`config.mk`:
```
export PLATFORM = sky130hd
export DESIGN_NAME = fetch_unit
export DESIGN_NICKNAME = d
export VERILOG_FILES = /design/src/rtl/cpu_pkg.sv /design/src/rtl/if_id_reg.sv /design/src/rtl/fetch_unit.sv
export SDC_FILE = /design/constraint.sdc
export NUM_CORES = 1
export LEC_CHECK = 0
export BUFFER_PORTS_ARGS = -buffer_cell sky130_fd_sc_hd__buf_2
export CAP_MARGIN = 20
export CORE_MARGIN = 2
export CORE_UTILIZATION = 45
export CTS_CLUSTER_SIZE = 28
export DETAILED_ROUTE_END_ITERATION = 12
export HOLD_SLACK_MARGIN = 0.05
export PLACE_DENSITY = 0.81
export SYNTH_ARGS = -nofsm -noshare
export SYNTH_HDL_FRONTEND = slang
export SYNTH_SLANG_ARGS = --single-unit
```
`constraint.sdc`:
```
create_clock -name clock -period 8.82 [get_ports clock]
set_input_delay 1.323 -clock clock [delete_from_list [all_inputs] [get_ports clock]]
set_output_delay 1.323 -clock clock [all_outputs]
set_load 0.01 [all_outputs]
```
`src/rtl/cpu_pkg.sv`:
```
// Shared types and constants for the instruction fetch path.
package cpu_pkg;

  typedef enum logic [1:0] {
    ST_IDLE  = 2'd0,
    ST_FETCH = 2'd1,
    ST_DRAIN = 2'd2,
    ST_FAULT = 2'd3
  } fetch_state_e;

  localparam logic [31:0] PC_STEP           = 32'd4;
  localparam logic [31:0] INSTR_NOP         = 32'h0000_0000;
  localparam logic [31:0] RESET_VEC_DEFAULT = 32'h0000_0000;

  // Sequential successor of a PC; wraps modulo 2^32.
  function automatic logic [31:0] pc_plus_step(input logic [31:0] pc_val);
    return pc_val + PC_STEP;
  endfunction

endpackage

```
`src/rtl/if_id_reg.sv`:
```
// IF/ID pipeline register: load wins over drop; drop only clears the valid bit.
module if_id_reg
  import cpu_pkg::*;
#(
  parameter logic [31:0] RESET_VEC = RESET_VEC_DEFAULT
) (
  input  logic        clock,
  input  logic        reset,
  input  logic        load_i,
  input  logic        drop_i,
  input  logic [31:0] instr_i,
  input  logic [31:0] pc_i,
  output logic        valid_o,
  output logic [31:0] instr_o,
  output logic [31:0] pc_o,
  output logic [31:0] pc_plus4_o
);

  logic        valid_q, valid_d;
  logic [31:0] instr_q, instr_d;
  logic [31:0] pc_q, pc_d;
  logic [31:0] pc4_q, pc4_d;

  always_comb begin
    valid_d = valid_q;
    instr_d = instr_q;
    pc_d    = pc_q;
    pc4_d   = pc4_q;
    if (load_i) begin
      valid_d = 1'b1;
      instr_d = instr_i;
      pc_d    = pc_i;
      pc4_d   = pc_plus_step(pc_i);
    end else if (drop_i) begin
      valid_d = 1'b0;
    end
  end

  always_ff @(posedge clock or posedge reset) begin
    if (reset) begin
      valid_q <= 1'b0;
      instr_q <= INSTR_NOP;
      pc_q    <= RESET_VEC;
      pc4_q   <= pc_plus_step(RESET_VEC);
    end else begin
      valid_q <= valid_d;
      instr_q <= instr_d;
      pc_q    <= pc_d;
      pc4_q   <= pc4_d;
    end
  end

  assign valid_o    = valid_q;
  assign instr_o    = instr_q;
  assign pc_o       = pc_q;
  assign pc_plus4_o = pc4_q;

endmodule

```
`src/rtl/fetch_unit.sv`:
```
// Instruction fetch: single-outstanding memory handshake, flush draining,
// misaligned-PC fault, and the IF/ID register.
module fetch_unit
  import cpu_pkg::*;
#(
  parameter logic [31:0] RESET_VEC = RESET_VEC_DEFAULT
) (
  input  logic        clock,
  input  logic        reset,
  input  logic [31:0] pc,
  output logic        pc_advance,
  output logic        imem_req,
  output logic [31:0] imem_addr,
  input  logic        imem_ack,
  input  logic [31:0] imem_rdata,
  input  logic        flush,
  input  logic        id_ready,
  output logic        id_valid,
  output logic [31:0] id_instr,
  output logic [31:0] id_pc,
  output logic [31:0] id_pc_plus4,
  output logic        fetch_fault
);

  fetch_state_e state_q, state_d;
  logic         pend_q, pend_d;    // request issued in FETCH, ack not yet seen
  logic [31:0]  addr_q, addr_d;
  logic         fault_q, fault_d;
  logic         pc_aligned;
  logic         can_issue;

  assign pc_aligned = (pc[1:0] == 2'b00);
  assign can_issue  = pc_aligned & (~id_valid | id_ready);

  always_ff @(posedge clock or posedge reset) begin
    if (reset) begin
      state_q <= ST_IDLE;
      pend_q  <= 1'b0;
      addr_q  <= 32'h0;
      fault_q <= 1'b0;
    end else begin
      state_q <= state_d;
      pend_q  <= pend_d;
      addr_q  <= addr_d;
      fault_q <= fault_d;
    end
  end

  always_comb begin
    state_d = state_q;
    pend_d  = pend_q;
    addr_d  = addr_q;
    fault_d = fault_q;
    case (state_q)
      ST_IDLE: state_d = ST_FETCH;
      ST_FETCH: begin
        // Latch the address on issue so it stays put until the ack.
        if (imem_req && !pend_q) addr_d = pc;
        if (flush) begin
          pend_d = 1'b0;
          if (imem_req && !imem_ack) state_d = ST_DRAIN;
        end else if (imem_req) begin
          pend_d = ~imem_ack;
        end else if (!pc_aligned) begin
          state_d = ST_FAULT;
          fault_d = 1'b1;
        end
      end
      ST_DRAIN: begin
        if (imem_ack) state_d = ST_FETCH;
      end
      ST_FAULT: begin
        if (flush) begin
          state_d = ST_FETCH;
          fault_d = 1'b0;
        end
      end
      default: state_d = ST_IDLE;
    endcase
  end

  always_comb begin
    imem_req   = 1'b0;
    imem_addr  = pc;
    pc_advance = 1'b0;
    case (state_q)
      ST_FETCH: begin
        if (pend_q) begin
          imem_req  = 1'b1;
          imem_addr = addr_q;
        end else begin
          imem_req  = can_issue;
        end
        pc_advance = imem_req & imem_ack & ~flush;
      end
      ST_DRAIN: begin
        imem_req  = 1'b1;
        imem_addr = addr_q;
      end
      default: begin
        imem_req = 1'b0;
      end
    endcase
  end

  assign fetch_fault = fault_q;

  if_id_reg #(
    .RESET_VEC(RESET_VEC)
  ) u_if_id (
    .clock      (clock),
    .reset      (reset),
    .load_i     (pc_advance),
    .drop_i     (flush | id_ready),
    .instr_i    (imem_rdata),
    .pc_i       (imem_addr),
    .valid_o    (id_valid),
    .instr_o    (id_instr),
    .pc_o       (id_pc),
    .pc_plus4_o (id_pc_plus4)
  );

endmodule

```
==> impl_metrics.tcl, run 1 <==
set metrics [dict create \
    power_density_nw_per_um2 382 \
    swShare_pct 38.9 \
    via_per_inst 5.33 \
    crit_type "reg -> out" \
    min-delay-start "u_if_id.pc_plus4_o[2]" \
    clkPwrFrac_pct 24.1 \
    hold_buffers 0 \
    synth_nets 725 \
    rrSetupSlack_ps 4830 \
    ios 201 \
    fin_skew_ps 5.42 \
    whs_endpoint "u_if_id.pc_plus4_o[2]" \
    p_switching_mw 1.17 \
    synth-async-reset-ratio_pct 100 \
    die_w_um 121 \
    synth_area_leaders "dfrtp_1, nand2_1, mux2_2, o21ai_0, xnor2_1" \
    via_count 5507 \
    drt_iter0_drc 420 \
    crit_required_ps 7500 \
    grt_max_degree 84 \
    p_seq_share_pct 33.5 \
    cts.clk_slew.worst_paths_ps 60 \
    netlist.top_cell.by_area "dfrtp_1" \
    fill_cells 1145 \
    p_leak_nw 4.05 \
    cts_max_level 4 \
    area_growth_pct 28.2 \
    status "complete, no violations" \
    clk_path_buf_depth 2 \
    hold_class "reg -> reg" \
    max_clock_freq_mhz 222 \
    drv_cap 0 \
    syn_avg_cell_area_um2 9.45 \
    final-hold-violation-count 0 \
    ant_nets 0 \
    post-cts-setup-buffer-count 0 \
    grt_pass1_vias 5224 \
    multi_input_area_um2 2630 \
    numCtsBuffers 17 \
    finalSetupTns_ps 0 \
    gp_congestion 0.868 \
    synth-main-ff-cell "dfrtp_1" \
    endpoint_kind "output pin" \
    nets 915 \
    drv_slew 0 \
    fin_crit_ps 4510 \
    fp.coreArea_um2 13300 \
    syn_area_um2 6160 \
    cts_tree "built" \
    drive_gt1_share_pct 33.7 \
    yosysSeqAreaShare_pct 53.2 \
    drc 0 \
    grt_pass1_wl_mm 27.3 \
    rr_endpoint "u_if_id.pc_plus4_o[29]" \
    dieArea_um2 14600 \
    yosys.area.top_type_share_pct 52.8 \
    dieHeight_um 121 \
    synth_edf_count 0 \
    port_buffers 200 \
    first_pass_iters 7 \
    hold_depth 2 \
    drt-total-wl_mm 17.3 \
    hpwl_mm 12.1 \
    postSynthCellCount 652 \
    slew_headroom_pct 32.8 \
    rsz0062_at_grt "false" \
    setup_viol 0 \
    rows 42 \
    regArea_um2 3280 \
    overflow 0 \
    worst_setup_path_start_kind "flip-flop" \
    cts_resized 0 \
    track_usage_pct 24.1 \
    critPathMaxFanout 31 \
    start_util_pct 46.3 \
    cts_root_buf "clkbuf_16" \
    wl_per_cell_um 16.7 \
    ys_types 54 \
    finalCritPeriodShare_pct 51.1 \
    synth_seq_cells 131 \
    worstSkewPairLatency_ps 410 \
    internal_power_mw 1.84 \
    rr_worst_depth 9 \
    ys_warn_count 0 \
    antenna_found_initial 2 \
    power_frac_comb_pct 42.4 \
    synth.most_common_cell "nand2_1" \
    rr_startpoint "state_q[1]" \
    yosys-top-cells-count "nand2_1, dfrtp_1, o21ai_0, mux2_2" \
    finalPower_mw 3.01 \
    cp.arrival_ps 3190 \
    max-vdd-ir-drop_uv 194 \
    cts_num_sinks 131 \
    tightest_slew_ps 1010 \
]
[worst max-delay path, cell delays in order, from the launching register on]
cell and delay [ps]:
dfrtp_1 400, inv_1 60, ha_1 270, buf_4 290, clkinv_1 510, o21ai_1 490, buf_4 280, a22o_1 280
buf_2 180
[placed cells by master, fill, tap and decap left out, drive strengths merged, types with 2 or more instances in the layout]
cell / Yosys / routed
a31oi: 10 / 10
nor3b: 2 / 2
bufinv: 0 / 3
nor2: 23 / 23
a222oi: 4 / 4
and2: 6 / 6
a21o: 2 / 2
clkbuf: 23 / 23
nor3: 6 / 6
a22o: 11 / 11
o311ai: 3 / 3
xor2: 2 / 2
mux2: 32 / 32
and3: 3 / 3
o31ai: 3 / 3
a21oi: 7 / 7
nor2b: 3 / 3
nor4: 5 / 5
a22oi: 6 / 6
dfrtp: 130 / 130
nor4b: 2 / 2
buf: 15 / 209
nand3: 20 / 20
clkinv: 1 / 6
ha: 4 / 4
diode: 0 / 2
or2: 2 / 2
nand2b: 3 / 3
o21ai: 59 / 59
inv: 21 / 21
xnor2: 23 / 23
a2bb2oi: 2 / 2
nand4: 9 / 9
nand2: 200 / 200
[cell type report]
| class | instances | share of cell area, % |
|---|---|---|
| Sequential cell | 131 | 41.5 |
| Multi-Input combinational cell | 461 | 33.2 |
| Timing Repair Buffer | 209 | 13.5 |
| Clock buffer | 23 | 6.18 |
| Tap cell | 176 | 2.79 |
| Clock inverter | 9 | 1.60 |
| Inverter | 22 | 1.11 |
| Antenna cell | 2 | 0.0634 |
[cells by family (layout without fill, tap and decap cells)]
group                    Yosys count  in the layout  synth area share (%)
other                              0              2                     0
XOR/XNOR                          25             25                  3.55
multiplexers                      32             32                  5.85
AO/OA/AOI/OAI                    114            114                  11.9
AND/OR/NAND/NOR                  286            286                  20.4
buffers and inverters             60            263                  4.28
flip-flops                       131            131                  53.2
adder cells (fa/ha/maj)            4              4                 0.812
[per-stage QoR]
stage / hold WS, ps / instance area (um^2) / util [%] / setup slack, ps / instances
3_3_place_gp: 446 / 7270 / 54.7 / 4610 / 998
3_5_place_dp: 447 / 7270 / 54.7 / 4550 / 998
5_1_grt: 474 / 7900 / 59.4 / 4080 / 1031
6_report: 454 / 7900 / 59.4 / 4310 / 1033
2_1_floorplan: 465 / 6160 / - / 4000 / 652
4_1_cts: 456 / 7890 / 59.3 / 4080 / 1030
[per-layer routing]
metal,part of all wire [%],routed length [um],GRT usage (%),up-vias
met5,0.052,9,0,-
met4,1.8,309,8.43,2
met3,8.1,1400,5.78,25
met2,49,8490,39.7,233
met1,41,7060,31.0,2663
li1,-,-,-,2584
[worst max-delay path by stage]
stage,start,endpoint,slack (ps)
floorplan,reset,addr_q[0],4000
global placement,state_q[0],imem_addr[7],4610
detailed placement,state_q[0],imem_addr[7],4550
CTS,state_q[0],imem_addr[7],4080
global route,state_q[0],imem_addr[20],4080
finish,state_q[0],imem_addr[20],4310
[power by group through the flow]
stage	clock [mW]	sequential [mW]	combinational (mW)
after floorplan	0	1.08	0.721
after global routing	0.766	1.04	1.40
final	0.728	1.01	1.28
after CTS	0.737	1.01	1.27
after detailed placement	0	1.01	1.27
after global placement	0	1.00	1.24
[sequential cells by signal, indices dropped and copies added (netlist names)]
signal              flops
fetch_fault             1
u_if_id.valid_o         1
pend_q                  1
u_if_id.instr_o        32
u_if_id.pc_plus4_o     32
addr_q                 32
u_if_id.pc_o           30
state_q                 2
Note: power is estimated with default switching activity, not from simulation.
==> run 2: changes to the inputs <==
--- a/config.mk
+++ b/config.mk
@@ -5,6 +5,7 @@
 export SDC_FILE = /design/constraint.sdc
 export NUM_CORES = 1
 export LEC_CHECK = 0
+export ABC_AREA = 1
 export BUFFER_PORTS_ARGS = -buffer_cell sky130_fd_sc_hd__buf_2
 export CAP_MARGIN = 20
 export CORE_MARGIN = 2
@@ -12,7 +13,7 @@
 export CTS_CLUSTER_SIZE = 28
 export DETAILED_ROUTE_END_ITERATION = 12
 export HOLD_SLACK_MARGIN = 0.05
-export PLACE_DENSITY = 0.81
+export PLACE_DENSITY = 0.83
 export SYNTH_ARGS = -nofsm -noshare
 export SYNTH_HDL_FRONTEND = slang
 export SYNTH_SLANG_ARGS = --single-unit
==> constraint.sdc (replaced) <==
create_clock -name clock -period 4 [get_ports clock]
set_input_delay 0.6 -clock clock [delete_from_list [all_inputs] [get_ports clock]]
set_output_delay 0.6 -clock clock [all_outputs]
set_load 0.01 [all_outputs]
==> impl_metrics.tcl, run 2 <==
set metrics [dict create \
    status "complete, no violations" \
    synth-main-ff-cell "dfrtp_1" \
    drive_gt1_share_pct 29.5 \
    cts_resized 0 \
    synth_edf_count 0 \
    cts_root_buf "clkbuf_16" \
    grt_pass1_vias 6035 \
    overflow 0 \
    worstPathCellList "inv_1, ha_1, inv_4, nand2_4, inv_1, o21ai_0, buf_2" \
    crit_type "reg -> out" \
    p_seq_share_pct 30.6 \
    drv_cap 0 \
    max_clock_freq_mhz 305 \
    max_stage_delay_ps 550 \
    tightest_slew_ps 890 \
    layout_common_cells "nand2_1, buf_2, dfrtp_1" \
    swShare_pct 44.5 \
    power_density_nw_per_um2 888 \
    endpoint_kind "output pin" \
    max-vdd-ir-drop_uv 472 \
    hold_class "in -> reg" \
    fill_cells 1340 \
    yosys-top-cells-count "nand2_1, dfrtp_1, nand3_1, nor2_1, inv_1" \
    drv_slew 0 \
    final-hold-violation-count 0 \
    power_frac_comb_pct 47.5 \
    numCtsBuffers 17 \
    wl_per_cell_um 15.5 \
    netlist.top_cell.by_area "dfrtp_1" \
    ant_nets 0 \
    start_util_pct 45.7 \
    hold_buffers 0 \
    drc 0 \
    dieHeight_um 125 \
    area_growth_pct 25.5 \
    cp.arrival_ps 2680 \
    internal_power_mw 4.08 \
    slowest_stage "ha_1" \
    first_pass_iters 5 \
    rr_startpoint "state_q[0]" \
    rsz0062_at_grt "false" \
    finalCritPeriodShare_pct 82.1 \
    clk_path_buf_depth 2 \
    p_leak_nw 4.51 \
    synth_nets 914 \
    postSynthCellCount 841 \
    cts.clk_slew.worst_paths_ps 60 \
    fin_crit_ps 3280 \
    yosysSeqAreaShare_pct 49.7 \
    cts_max_level 4 \
    critPathLaunch "state_q[0]" \
    drt_iter0_drc 588 \
    cts_tree "built" \
    synth_seq_cells 131 \
    critPathMaxFanout 30 \
    fin_skew_ps 8.13 \
    post-cts-setup-buffer-count 0 \
    yosys.area.top_type_share_pct 49.3 \
    via_per_inst 5.14 \
    setup_viol 0 \
    post-route-cell-area_um2 8280 \
    worstSkewPairLatency_ps 430 \
    crit_required_ps 3400 \
    ys_warn_count 0 \
    finalPower_mw 7.35 \
    hpwl_mm 13.3 \
    track_usage_pct 24.7 \
    syn_avg_cell_area_um2 7.84 \
    p_switching_mw 3.27 \
    grt_pass1_wl_mm 30.8 \
    antenna_found_initial 5 \
    clkPwrFrac_pct 21.8 \
    fp.coreArea_um2 14400 \
    ios 201 \
    finalSetupTns_ps 0 \
    critPathMostFrequentCell "inv_1" \
    dieArea_um2 15600 \
    post-place-ws_ps 1050 \
    die_w_um 125 \
    via_count 6307 \
    nets 1100 \
    synth-async-reset-ratio_pct 100 \
    port_buffers 200 \
    min-delay-start "imem_rdata[22]" \
    ys_types 36 \
    gp_congestion 0.874 \
    rows 44 \
    synth_area_leaders "dfrtp_1, nand2_1, nand3_1, nor2_1, nand2_2" \
    synth.most_common_cell "nand2_1" \
    place_area_um2 7670 \
    grt_max_degree 132 \
    final_common_cell "nand2_1" \
    drt-total-wl_mm 19.0 \
    syn_area_um2 6600 \
    setup_slack_ps 717 \
    cts_num_sinks 131 \
    worst_setup_path_start_kind "flip-flop" \
    slew_headroom_pct 40.7 \
]
-- run 2: per-layer routing --
metal	global-route usage [%]	vias up	routed length, um
li1	-	3036	-
met1	32.3	2961	8160
met2	38.4	252	8680
met3	7.15	52	1420
met4	11.0	6	674
met5	0	-	30
-- run 2: through the flow --
stage	instances	hold slack (ps)	util [%]
after global placement	1192	454	53.2
final	1226	363	57.4
after CTS	1224	351	57.4
after detailed placement	1192	459	53.2
after global routing	1225	364	57.4
after floorplan	841	443	-
-- run 2: critical path, delay by kind of cell, from the launching register on --
kind	cells	cell delay [ps]
buffers and inverters	4	630
adder cells (fa/ha/maj)	1	550
flip-flops	1	390
AND/OR/NAND/NOR	1	370
AO/OA/AOI/OAI	1	310
-- run 2: logic make-up (layout without fill, tap and decap cells) --
group	Yosys count	after routing	synth area share, %
buf+inv	93	292	6.60
other cells	0	2	0
flops	131	131	49.7
xor+xnor	4	4	0.531
simple gates	534	534	35.8
compound gates	75	75	6.58
fa+ha+maj	4	4	0.759
-- run 2: power by group through the flow --
stage                     sequential [mW]  clock, mW  combinational, mW
after floorplan                      2.45          0               2.11
after global placement               2.24          0               3.40
after detailed placement             2.26          0               3.47
after CTS                            2.25       1.62               3.49
after global routing                 2.33       1.68               3.86
final                                2.25       1.61               3.50
-- run 2: layout make-up --
type / count / area, um^2 / area share, %
Sequential cell: 131 / 3280 / 39.6
Multi-Input combinational cell: 617 / 2880 / 34.8
Clock inverter: 14 / 179 / 2.16
Timing Repair Buffer: 208 / 1070 / 13.0
Clock buffer: 18 / 429 / 5.18
Antenna cell: 2 / 5.00 / 0.0604
Inverter: 52 / 203 / 2.45
Tap cell: 184 / 230 / 2.78
-- run 2: path summary, 6_finish.rpt --
| kind | to | slack, ps | cells after the start |
|---|---|---|---|
| max | imem_addr[0] | 720 | 7 |
| max reg2reg | u_if_id.pc_plus4_o[22] | 1010 | 14 |
| min reg2reg | addr_q[14] | 470 | 2 |
| min in group asynchronous | u_if_id.pc_plus4_o[6] | 380 | 3 |
| min | u_if_id.instr_o[22] | 360 | 3 |
| max in group asynchronous | addr_q[27] | 3090 | 3 |
==> run 3: changes to the inputs <==
--- a/config.mk
+++ b/config.mk
@@ -5,7 +5,7 @@
 export SDC_FILE = /design/constraint.sdc
 export NUM_CORES = 1
 export LEC_CHECK = 0
-export ABC_AREA = 1
+export ABC_AREA = 0
 export BUFFER_PORTS_ARGS = -buffer_cell sky130_fd_sc_hd__buf_2
 export CAP_MARGIN = 20
 export CORE_MARGIN = 2
@@ -13,7 +13,7 @@
 export CTS_CLUSTER_SIZE = 28
 export DETAILED_ROUTE_END_ITERATION = 12
 export HOLD_SLACK_MARGIN = 0.05
-export PLACE_DENSITY = 0.83
+export PLACE_DENSITY = 0.84
 export SYNTH_ARGS = -nofsm -noshare
 export SYNTH_HDL_FRONTEND = slang
 export SYNTH_SLANG_ARGS = --single-unit
==> constraint.sdc (replaced) <==
create_clock -name clock -period 2.9 [get_ports clock]
set_input_delay 0.435 -clock clock [delete_from_list [all_inputs] [get_ports clock]]
set_output_delay 0.435 -clock clock [all_outputs]
set_load 0.01 [all_outputs]
==> impl_metrics.tcl, run 3 (synthesis gave the netlist of run 1 again) <==
set metrics [dict create \
    clk_path_buf_depth 2 \
    power_density_nw_per_um2 1150 \
    rr_endpoint "u_if_id.pc_plus4_o[20]" \
    first_pass_iters 7 \
    rr_worst_depth 12 \
    cts_num_sinks 131 \
    critPathMaxFanout 12 \
    drv_cap 0 \
    nets 966 \
    endpoint_kind "flip-flop" \
    status "complete, but fails checks" \
    rsz0062_at_grt "true" \
    crit_required_ps 3180 \
    holdWs_ps 213 \
    multi_input_area_um2 2750 \
    antenna_found_initial 4 \
    rrSetupSlack_ps -20 \
    regArea_um2 3280 \
    drt-total-wl_mm 18.8 \
    start_util_pct 46.3 \
    drive_gt1_share_pct 38.7 \
    port_buffers 200 \
    p_leak_nw 4.32 \
    tightest_slew_ps 567 \
    grt_pass1_vias 5599 \
    rows 42 \
    placed_cells 1035 \
    via_per_inst 5.47 \
    fill_cells 1035 \
    numCtsBuffers 17 \
    area_growth_pct 37.1 \
    cp.arrival_ps 3200 \
    whs_endpoint "u_if_id.instr_o[3]" \
    drt_iter0_drc 577 \
    hold_depth 3 \
    crit_type "reg -> reg" \
    dieArea_um2 14600 \
    max_clock_freq_mhz 343 \
    overflow 0 \
    finalPower_mw 9.73 \
    slew_headroom_pct 62.2 \
    violations "setup timing" \
    stdcell_count 1085 \
    rr_startpoint "state_q[1]" \
    track_usage_pct 25.2 \
    gp_congestion 0.890 \
    ant_nets 0 \
    worst_setup_path_start_kind "flip-flop" \
    hold_class "in -> reg" \
    fp.coreArea_um2 13300 \
    cts_root_buf "clkbuf_16" \
    min-delay-start "imem_rdata[3]" \
    wl_per_cell_um 17.3 \
    worstSkewPairLatency_ps 410 \
    drc 0 \
    ios 201 \
    layout_common_cells "buf_2, nand2_1, dfrtp_1" \
    max-vdd-ir-drop_uv 482 \
    grt_max_degree 126 \
    cts_tree "built" \
    drv_slew 0 \
    setup_slack_ps -18.9 \
    cts.clk_slew.worst_paths_ps 60 \
    dieHeight_um 121 \
    via_count 5931 \
    final-hold-violation-count 0 \
    finalCritPeriodShare_pct 101 \
    grt_pass1_wl_mm 28.6 \
    cts_max_level 4 \
    fin_skew_ps 5.13 \
    die_w_um 121 \
    hpwl_mm 13.0 \
    fin_crit_ps 2920 \
    setup_viol 1 \
    final_common_cell "buf_2" \
]
## run 3: cell types whose count changed in the layout (fill, tap and decap cells not counted), moves of 8 or more
| cell | before | now |
|---|---|---|
| a21oi_1 | 16 | 6 |
| a22o_1 | 0 | 11 |
| buf_4 | 7 | 50 |
| inv_1 | 45 | 19 |
| mux2_2 | 0 | 32 |
| nand2_1 | 321 | 199 |
| nand2_2 | 32 | 1 |
| nand2_4 | 8 | 0 |
| nand3_1 | 80 | 18 |
| nor2_1 | 71 | 22 |
| o21a_1 | 14 | 1 |
| o21ai_0 | 21 | 49 |
| xnor2_1 | 1 | 23 |
## run 3: timing repair
item                       4_1_cts  5_1_grt
hold endpoints to repair        16        0
buffers inserted                 1       12
gates resized for setup          6       21
setup endpoints to repair       13       28
pin swaps                        1        7
hold buffers                     1        0
gates cloned                     0        1
## run 3: how the worst max path moves through the flow
stage	endpoint	slack (ps)	cells past startpoint	startpoint
6_report	u_if_id.pc_plus4_o[20]	-20	12	state_q[1]
5_1_grt	u_if_id.pc_plus4_o[20]	-160	12	state_q[1]
4_1_cts	imem_addr[7]	10	8	state_q[0]
3_5_place_dp	u_if_id.pc_plus4_o[31]	-70	11	state_q[0]
3_3_place_gp	u_if_id.pc_plus4_o[29]	60	11	state_q[0]
2_1_floorplan	u_if_id.pc_plus4_o[28]	110	11	state_q[0]
## run 3: layer usage
| layer | wire length [um] | vias up | track usage, % |
|---|---|---|---|
| li1 | - | 2688 | - |
| met5 | 11 | - | 0 |
| met3 | 1820 | 58 | 7.66 |
| met1 | 7000 | 2843 | 31.1 |
| met4 | 586 | 2 | 11.4 |
| met2 | 9350 | 340 | 40.5 |
## run 3: critical path: stages (launching register included)
cell	delay, ps
dfrtp_2	440
inv_1	70
ha_1	170
buf_6	160
a21o_4	190
nand3_1	170
a222oi_1	400
buf_4	230
nand4_2	210
buf_4	210
nor4_2	290
xnor2_1	160
o21ai_1	70
## run 3: metrics by stage
step | TNS [ps] | instance area [um^2] | util (%) | worst slack, ps
final | -18.9 | 8450 | 63.5 | -18.9
after global routing | -287 | 8450 | 63.5 | -160
after CTS | 0 | 8230 | 61.9 | 9.59
after detailed placement | -188 | 7590 | 57.1 | -65.0
after global placement | 0 | 7590 | 57.1 | 60.0
after floorplan | 0 | 6160 | - | 112
## run 3: layout make-up
| type | count | share of cell area (%) |
|---|---|---|
| Clock inverter | 9 | 1.21 |
| Clock buffer | 23 | 5.78 |
| Tap cell | 176 | 2.61 |
| Multi-Input combinational cell | 462 | 32.6 |
| Timing Repair Buffer | 259 | 17.8 |
| Antenna cell | 3 | 0.0889 |
| Sequential cell | 131 | 38.8 |
| Inverter | 22 | 1.07 |
## run 3: power breakdown
group          internal (mW)  leakage, nW  switching, mW
Clock                   1.35        0.285          0.762
Sequential              2.62         1.64          0.453
Combinational           1.94         2.40           2.61
